--- src/rtl/seq_unshifter.sv ---
// seq_unshifter
//   Multi-cycle shifter that moves a LEN-bit word toward the higher bit index.
//   Bit 0 is the leftmost bit. The word moves by at most MAX_SHIFT_MAG
//   positions per clock until the requested amount is used up. With wa=0 the
//   vacated low-index bits fill with zero. With wa=1 the word rotates.
//
// Ports
//   clk        clock, rising edge
//   rst        synchronous reset, active high
//   in_valid   Ip/shamt valid
//   in_ready   block can accept a word (only in IDLE)
//   Ip         word to shift, [0:LEN-1]
//   shamt      total shift amount, unsigned, SW bits
//   out_valid  Op holds the finished result (DONE state)
//   out_ready  consumer accepts Op
//   Op         result, driven straight from the data register
module seq_unshifter #(
  parameter int LEN           = 8,
  parameter int MAX_SHIFT_MAG = 2,
  parameter bit wa            = 1'b0,
  parameter int SW            = $clog2(LEN + 1)
) (
  input  logic           clk,
  input  logic           rst,
  input  logic           in_valid,
  output logic           in_ready,
  input  logic [0:LEN-1] Ip,
  input  logic [SW-1:0]  shamt,
  output logic           out_valid,
  input  logic           out_ready,
  output logic [0:LEN-1] Op
);

  localparam logic [SW-1:0] LEN_W = SW'(LEN);
  localparam logic [SW-1:0] MAX_W = SW'(MAX_SHIFT_MAG);

  typedef enum logic [1:0] {
    IDLE  = 2'd0,
    SHIFT = 2'd1,
    DONE  = 2'd2
  } state_t;

  state_t         state;
  logic [0:LEN-1] data;
  logic [SW-1:0]  rem;

  logic [SW-1:0]  norm;
  logic [SW-1:0]  step;
  logic [0:LEN-1] shifted;

  assign Op = data;

  // Largest step allowed this cycle; never exceeds rem, so rem cannot wrap.
  always_comb begin
    step = rem;
    if (rem > MAX_W) begin
      step = MAX_W;
    end
  end

  // Moving toward the higher index is a right shift of the vector as written
  // (index 0 is the MSB position of the value).
  generate
    if (wa) begin : g_rotate
      // A full-turn rotate is the identity, so the amount reduces modulo LEN.
      always_comb begin
        norm = shamt % LEN_W;
      end
      // step is never 0 in SHIFT, so the left shift amount stays below LEN.
      always_comb begin
        shifted = (data >> step) | (data << (LEN_W - step));
      end
    end else begin : g_zero_fill
      // Anything at or past LEN clears the word; clamp so the shift count
      // stays bounded.
      always_comb begin
        norm = shamt;
        if (shamt > LEN_W) begin
          norm = LEN_W;
        end
      end
      always_comb begin
        shifted = data >> step;
      end
    end
  endgenerate

  always_ff @(posedge clk) begin
    if (rst) begin
      state     <= IDLE;
      in_ready  <= 1'b1;
      out_valid <= 1'b0;
      data      <= '0;
      rem       <= '0;
    end else begin
      case (state)
        IDLE: begin
          if (in_valid) begin
            data     <= Ip;
            rem      <= norm;
            in_ready <= 1'b0;
            if (norm == '0) begin
              // Nothing to shift: present the word on the next cycle.
              state     <= DONE;
              out_valid <= 1'b1;
            end else begin
              state <= SHIFT;
            end
          end
        end
        SHIFT: begin
          data <= shifted;
          rem  <= rem - step;
          if (rem == step) begin
            state     <= DONE;
            out_valid <= 1'b1;
          end
        end
        DONE: begin
          if (out_ready) begin
            state     <= IDLE;
            in_ready  <= 1'b1;
            out_valid <= 1'b0;
          end
        end
        default: begin
          state     <= IDLE;
          in_ready  <= 1'b1;
          out_valid <= 1'b0;
        end
      endcase
    end
  end

endmodule

--- config.mk ---
export PLATFORM = sky130hd
export DESIGN_NAME = seq_unshifter
export DESIGN_NICKNAME = d
export VERILOG_FILES = /design/src/rtl/seq_unshifter.sv
export SDC_FILE = /design/constraint.sdc
export NUM_CORES = 1
export LEC_CHECK = 0
export ABC_AREA = 1
export CORE_MARGIN = 2
export CORE_UTILIZATION = 45
export CTS_CLUSTER_DIAMETER = 60
export CTS_CLUSTER_SIZE = 12
export DETAILED_ROUTE_END_ITERATION = 7
export MAX_ROUTING_LAYER = met4
export PLACE_DENSITY = 0.81
export REMOVE_ABC_BUFFERS = 1
export SLEW_MARGIN = 30
export SYNTH_ARGS = -nofsm -noshare
export SYNTH_HDL_FRONTEND = slang
export SYNTH_SLANG_ARGS = --single-unit
--- constraint.sdc ---
create_clock -name clk -period 1.6 [get_ports clk]
set_input_delay 0.24 -clock clk [delete_from_list [all_inputs] [get_ports clk]]
set_output_delay 0.24 -clock clk [all_outputs]
set_load 0.05 [all_outputs]
==> results.toml, run 1 <==
[outcome]
status = "finished, final reports clean"

[floorplanning]
die_height_um = 50.6
initial_utilization_pct = 48.8
die_area_um2 = 2560
rows = 16
fp.dieW_um = 50.6
core_um2 = 2000
io_pins = 26

[sta]
relSlewSlack_pct = 67.2
finalHoldViolations = 0
rsz0062_at_grt = "no"
slew_viol_final = 0
tightest_slew_ns = 0.488
fin_crit_sh_pct = 82.9
fin_crit_ns = 1.33
setup_viol = 0
fin_tns_setup_ns = 0
setup_slack_ns = 0.273
worst_clock_skew_ns = 0.00673
fmax_mhz = 754

[power_and_ir_drop]
p_per_area_nw_per_um2 = 1190
p_clk_share_pct = 14.6
peakVddDrop_uv = 678
pwr-share-comb_pct = 49.0
netSwitchingFraction_pct = 45.9
power_mw = 1.49
power.switching_mw = 0.684
p_int_mw = 0.805
p_leak_nw = 0.587
seq_power_share_pct = 36.4

[synthesis]
synthFlopType = "dfxtp_1"
seq_area_frac_synth_pct = 32.8
ys_seq_elements = 16
yosys-top-cells-count = "37 x nand2_1, 20 x nand3_1, 18 x inv_1"
synthTopCellsByArea = "dfxtp_1 33%, nand2_1 14%, nand3_1 10%"
ys_async_sr_fraction_pct = 0
synth_area_um2 = 977
synth_area_leader_cell = "dfxtp_1"
syn_avg_cell_area_um2 = 6.39
yosys_warnings = 0
synth.most_common_cell = "nand2_1"
synthDominantCellAreaShare_pct = 32.8
synth_cell_types = 21
synth_edf_count = 0
netlist_instances = 153

[grt]
grt_usage_pct = 22.2
gr-total-overflow = 0
grt_pass1_wl_um = 4290
grt_pass1_vias = 983
antenna_found_initial = 0
grt_max_degree = 13

[worst_setup_path]
rr_startpoint = "state[1]$_SDFFE_PP0P_"
cp-start-kind = "flip-flop"
crit_family = "flip-flops"
path_max_fanout = 12
worstPathCellList = "inv_2 > nand2_4 > inv_2 > or2_1 > a21oi_1 > nor2_1"
reg2reg_slack_ns = 0.27
crit_buf_inv = 2
path_common_cell = "inv_2"
cp-end-kind = "flip-flop"
r2r-end = "Op[7]$_SDFFE_PP0P_"
worstSetupPathType = "reg2reg"
r2r_cells = 6
crit_arrival_ns = 1.51
max_stage_delay_ns = 0.47
critical_path_required_ns = 1.79
cp_slowest_cell = "dfxtp_1"

[cells_and_area]
multi_input_area_um2 = 542
nNetsFinal = 198
final.fill_count = 193
final_cell_area_um2 = 1250
diodes = 0
syn_to_final_growth_pct = 27.8
regArea_um2 = 320
drive_gt1_share_pct = 15.0

[cts]
post_cts_buffers = 0
clock_sinks = 16
numCtsBuffers = 3
cts_root_buf = "clkbuf_4"
cts.htree.levels = 1
cts_buffer_depth = 2
cts_tree = "built"
cts_hold_buf = 0
clock_latency_ns = 0.29
post_cts_resized = 0
clk_pin_slew_ns = 0.10

[placed_design]
dpl_cell_area_um2 = 1230
gp_congestion = 0.920
place_ws_ns = 0.0493
portBuffers = 25
hpwl_um = 1870

[detailed_routing]
drtIter0Drc = 20
drt_pass1_iterations = 4
wl_per_cell_um = 11.8
via_per_inst = 5.24
via_count = 1084
antenna_left = 0
wl_um = 2440
drc = 0

[worst_hold_path]
hold_class = "reg2reg"
holdPathStages = 2
hold_start = "out_valid$_SDFFE_PP0P_"
hold_end = "out_valid$_SDFFE_PP0P_"

[job]
maxCapViolations = 0
-- registers in the layout, indices dropped and copies added (netlist names) --
name	count
out_valid	1
rem	4
Op	8
in_ready	1
state	2
-- cells by family after synthesis --
family                 synth area share, %
AND/OR/NAND/NOR                       37.4
AO/OA/AOI/OAI                         18.1
buffers and inverters                 11.8
flip-flops                            32.8
-- final cells by class --
| class | count | area share [%] |
|---|---|---|
| clock buffers | 3 | 1.80 |
| inverters | 22 | 6.61 |
| multi-input cells | 111 | 43.4 |
| flip-flops and latches | 16 | 25.7 |
| well taps | 27 | 2.71 |
| repair buffers | 28 | 19.8 |
-- metal layers --
metal / GRT usage (%) / share of wire, % / vias to the layer above
met1: 27.9 / 45 / 484
met5: - / 0 / -
met4: 7.66 / 1.8 / 0
li1: - / - / 553
met2: 35.7 / 46 / 41
met3: 4.46 / 7.1 / 6
-- through the flow --
step | utilization, % | instances | hold slack, ns
finish | 62.4 | 207 | 0.465
global route | 62.4 | 207 | 0.498
CTS | 62.4 | 207 | 0.470
detailed placement | 61.3 | 204 | 0.453
global placement | 61.3 | 204 | 0.453
floorplan | - | 149 | 0.309
-- power by group through the flow --
stage	sequential, mW	clock [mW]	combinational, mW
2_1_floorplan	0.696	0	0.358
3_3_place_gp	0.548	0	0.712
3_5_place_dp	0.550	0	0.728
4_1_cts	0.541	0.218	0.731
5_1_grt	0.554	0.238	0.810
6_report	0.542	0.218	0.729
-- cell usage in the layout (no fill, tap or decap), types with 4 or more instances in the layout --
cell              n
a21oi_1          16
inv_2             4
clkdlybuf4s50_1  15
nand2_1          37
buf_4            13
nand3_1          20
inv_1            18
o21ai_0          12
dfxtp_1          16
nor2_1           11
-- worst max-delay path by stage --
stage,from,endpoint,slack (ns),cells after the start
finish,state[1]$_SDFFE_PP0P_,Op[7]$_SDFFE_PP0P_,0.27,6
global route,rem[0]$_SDFFE_PP0P_,Op[4]$_SDFFE_PP0P_,0.18,7
CTS,state[1]$_SDFFE_PP0P_,Op[7]$_SDFFE_PP0P_,0.29,6
detailed placement,in_valid,Op[1]$_SDFFE_PP0P_,0.05,7
global placement,in_valid,Op[1]$_SDFFE_PP0P_,0.18,7
floorplan,Op[3]$_SDFFE_PP0P_,Op[4]$_SDFFE_PP0P_,0.39,6
-- tightest hold or removal path: cells and delay by family (launching register included) --
family / cells / cell delay (ns)
simple gates: 1 / 0.06
flops: 1 / 0.32
compound gates: 1 / 0.05
No activity file was read; power rests on OpenSTA's default activity.
==> run 2: changes to the inputs <==
--- a/config.mk
+++ b/config.mk
@@ -7,12 +7,12 @@
 export LEC_CHECK = 0
 export ABC_AREA = 1
 export CORE_MARGIN = 2
-export CORE_UTILIZATION = 45
+export CORE_UTILIZATION = 42
 export CTS_CLUSTER_DIAMETER = 60
 export CTS_CLUSTER_SIZE = 12
 export DETAILED_ROUTE_END_ITERATION = 7
 export MAX_ROUTING_LAYER = met4
-export PLACE_DENSITY = 0.81
+export PLACE_DENSITY = 0.8
 export REMOVE_ABC_BUFFERS = 1
 export SLEW_MARGIN = 30
 export SYNTH_ARGS = -nofsm -noshare
==> constraint.sdc (replaced) <==
create_clock -name clk -period 1.18 [get_ports clk]
set_input_delay 0.177 -clock clk [delete_from_list [all_inputs] [get_ports clk]]
set_output_delay 0.177 -clock clk [all_outputs]
set_load 0.05 [all_outputs]
==> results.toml, run 2 (synthesized netlist as in run 1, its figures left out) <==
[worst_setup_path]
crit_arrival_ns = 1.37
max_stage_delay_ns = 0.37
cp_slowest_cell = "dfxtp_4"
path_max_fanout = 4
r2r_cells = 7
critical_path_required_ns = 1.39
worstPathCellList = "nor2_4 > nand2_4 > buf_6 > nor2_4 > nor2_2 > nor2_1 > nor2_1"
reg2reg_slack_ns = 0.01
r2r-end = "Op[4]$_SDFFE_PP0P_"
cp-start-kind = "flip-flop"
rr_startpoint = "rem[3]$_SDFFE_PP0P_"
cp-end-kind = "flip-flop"
worstSetupPathType = "reg2reg"

[detailed_routing]
antenna_left = 0
via_count = 1234
wl_um = 3180
wl_per_cell_um = 13.5
drtIter0Drc = 77
via_per_inst = 5.25
drc = 0
drt_pass1_iterations = 4

[worst_hold_path]
hold_start = "Ip[0]"
holdPathStages = 3
hold_end = "Op[0]$_SDFFE_PP0P_"
hold_class = "in2reg"

[cts]
cts.htree.levels = 1
clk_pin_slew_ns = 0.10
cts_tree = "built"
numCtsBuffers = 3
clock_latency_ns = 0.30
cts_buffer_depth = 2
clock_sinks = 16
cts_root_buf = "clkbuf_4"
cts_hold_buf = 0

[power_and_ir_drop]
p_leak_nw = 0.775
p_clk_share_pct = 14.1
netSwitchingFraction_pct = 42.6
pwr-share-comb_pct = 57.0
peakVddDrop_uv = 1210
p_per_area_nw_per_um2 = 1610
seq_power_share_pct = 28.9
power.switching_mw = 1.17
p_int_mw = 1.58

[cells_and_area]
syn_to_final_growth_pct = 74.6
final_util_pct = 77.1
largest_register_ffs = 8
mostFrequentLayoutCell = "nand2_1"
final.fill_count = 144
final_cell_area_um2 = 1710
nNetsFinal = 224
drive_gt1_share_pct = 38.6
layout_common_cells = "34 x nand2_1, 25 x buf_4, 17 x nand3_1"
diodes = 0

[sta]
fin_crit_ns = 1.17
slew_viol_final = 0
setup_slack_ns = 0.0121
fin_crit_sh_pct = 99.0
finalHoldViolations = 0
worst_clock_skew_ns = 0.00234
fmax_mhz = 856
relSlewSlack_pct = 79.5
tightest_slew_ns = 0.307
rsz0062_at_grt = "yes"
fin_tns_setup_ns = 0
setup_viol = 0

[floorplanning]
die_area_um2 = 2730
die_height_um = 52.2
io_pins = 26
rows = 17
fp.dieW_um = 52.2
core_um2 = 2210
initial_utilization_pct = 44.2

[job]
maxCapViolations = 0

[placed_design]
hpwl_um = 2070
portBuffers = 25
gp_congestion = 0.866
place_ws_ns = -0.261
dpl_cell_area_um2 = 1500

[grt]
grt_pass1_wl_um = 4580
grt_usage_pct = 23.7
antenna_found_initial = 0
gr-total-overflow = 0
grt_pass1_vias = 1062
grt_max_degree = 12

[outcome]
status = "finished, final reports clean"
[run 2: cell types whose count changed in the layout (fill, tap and decap cells not counted), sizes merged]
cell / before / now
buf: 13 / 39
clkbuf: 3 / 4
[run 2: critical path: cells and delay by family (launching register included)]
family                 cells  cell delay (ns)
AND/OR/NAND/NOR            6             0.55
buffers and inverters      1             0.14
flip-flops                 1             0.37
[run 2: power by group through the flow]
stage	registers, mW	logic (mW)	clock network (mW)
after CTS	0.772	1.36	0.391
final	0.793	1.56	0.387
after global placement	0.775	1.26	0
after global routing	0.805	1.66	0.413
after detailed placement	0.775	1.29	0
after floorplan	0.944	0.485	0
[run 2: per-layer routing]
layer | up-vias | share of wire, % | track usage [%]
li1 | 611 | - | -
met1 | 557 | 40 | 27.8
met2 | 55 | 50 | 39.0
met3 | 11 | 6.3 | 3.71
met4 | 0 | 3.1 | 12.4
met5 | - | 0 | -
[run 2: stage by stage]
stage	std cells	power, mW	hold WS (ns)
floorplan	149	1.43	0.246
global placement	224	2.03	0.491
detailed placement	224	2.06	0.513
CTS	233	2.52	0.431
global route	235	2.88	0.447
finish	235	2.74	0.442
[run 2: layout make-up]
type	count	area, um2	area share (%)
repair buffers	54	583	34.2
well taps	28	35.0	2.05
clock buffers	4	36.3	2.13
flip-flops and latches	16	340	19.9
multi-input cells	111	624	36.6
inverters	22	87.6	5.13
[run 2: timing repair]
item | in CTS | in global routing
endpoints found under the setup margin | 11 | 15
resized for setup | 5 | 39
setup buffers | 5 | 2
pin swaps | 1 | 13
[run 2: how the worst max path moves through the flow]
stage | from | end | slack (ns) | cells past startpoint
floorplan | Op[3]$_SDFFE_PP0P_ | Op[4]$_SDFFE_PP0P_ | -0.03 | 6
global placement | in_valid | Op[4]$_SDFFE_PP0P_ | -0.20 | 8
detailed placement | in_valid | Op[4]$_SDFFE_PP0P_ | -0.26 | 8
CTS | rem[2]$_SDFFE_PP0P_ | Op[7]$_SDFFE_PP0P_ | 0.005 | 8
global route | rem[3]$_SDFFE_PP0P_ | Op[7]$_SDFFE_PP0P_ | -0.08 | 8
finish | rem[3]$_SDFFE_PP0P_ | Op[4]$_SDFFE_PP0P_ | 0.01 | 7
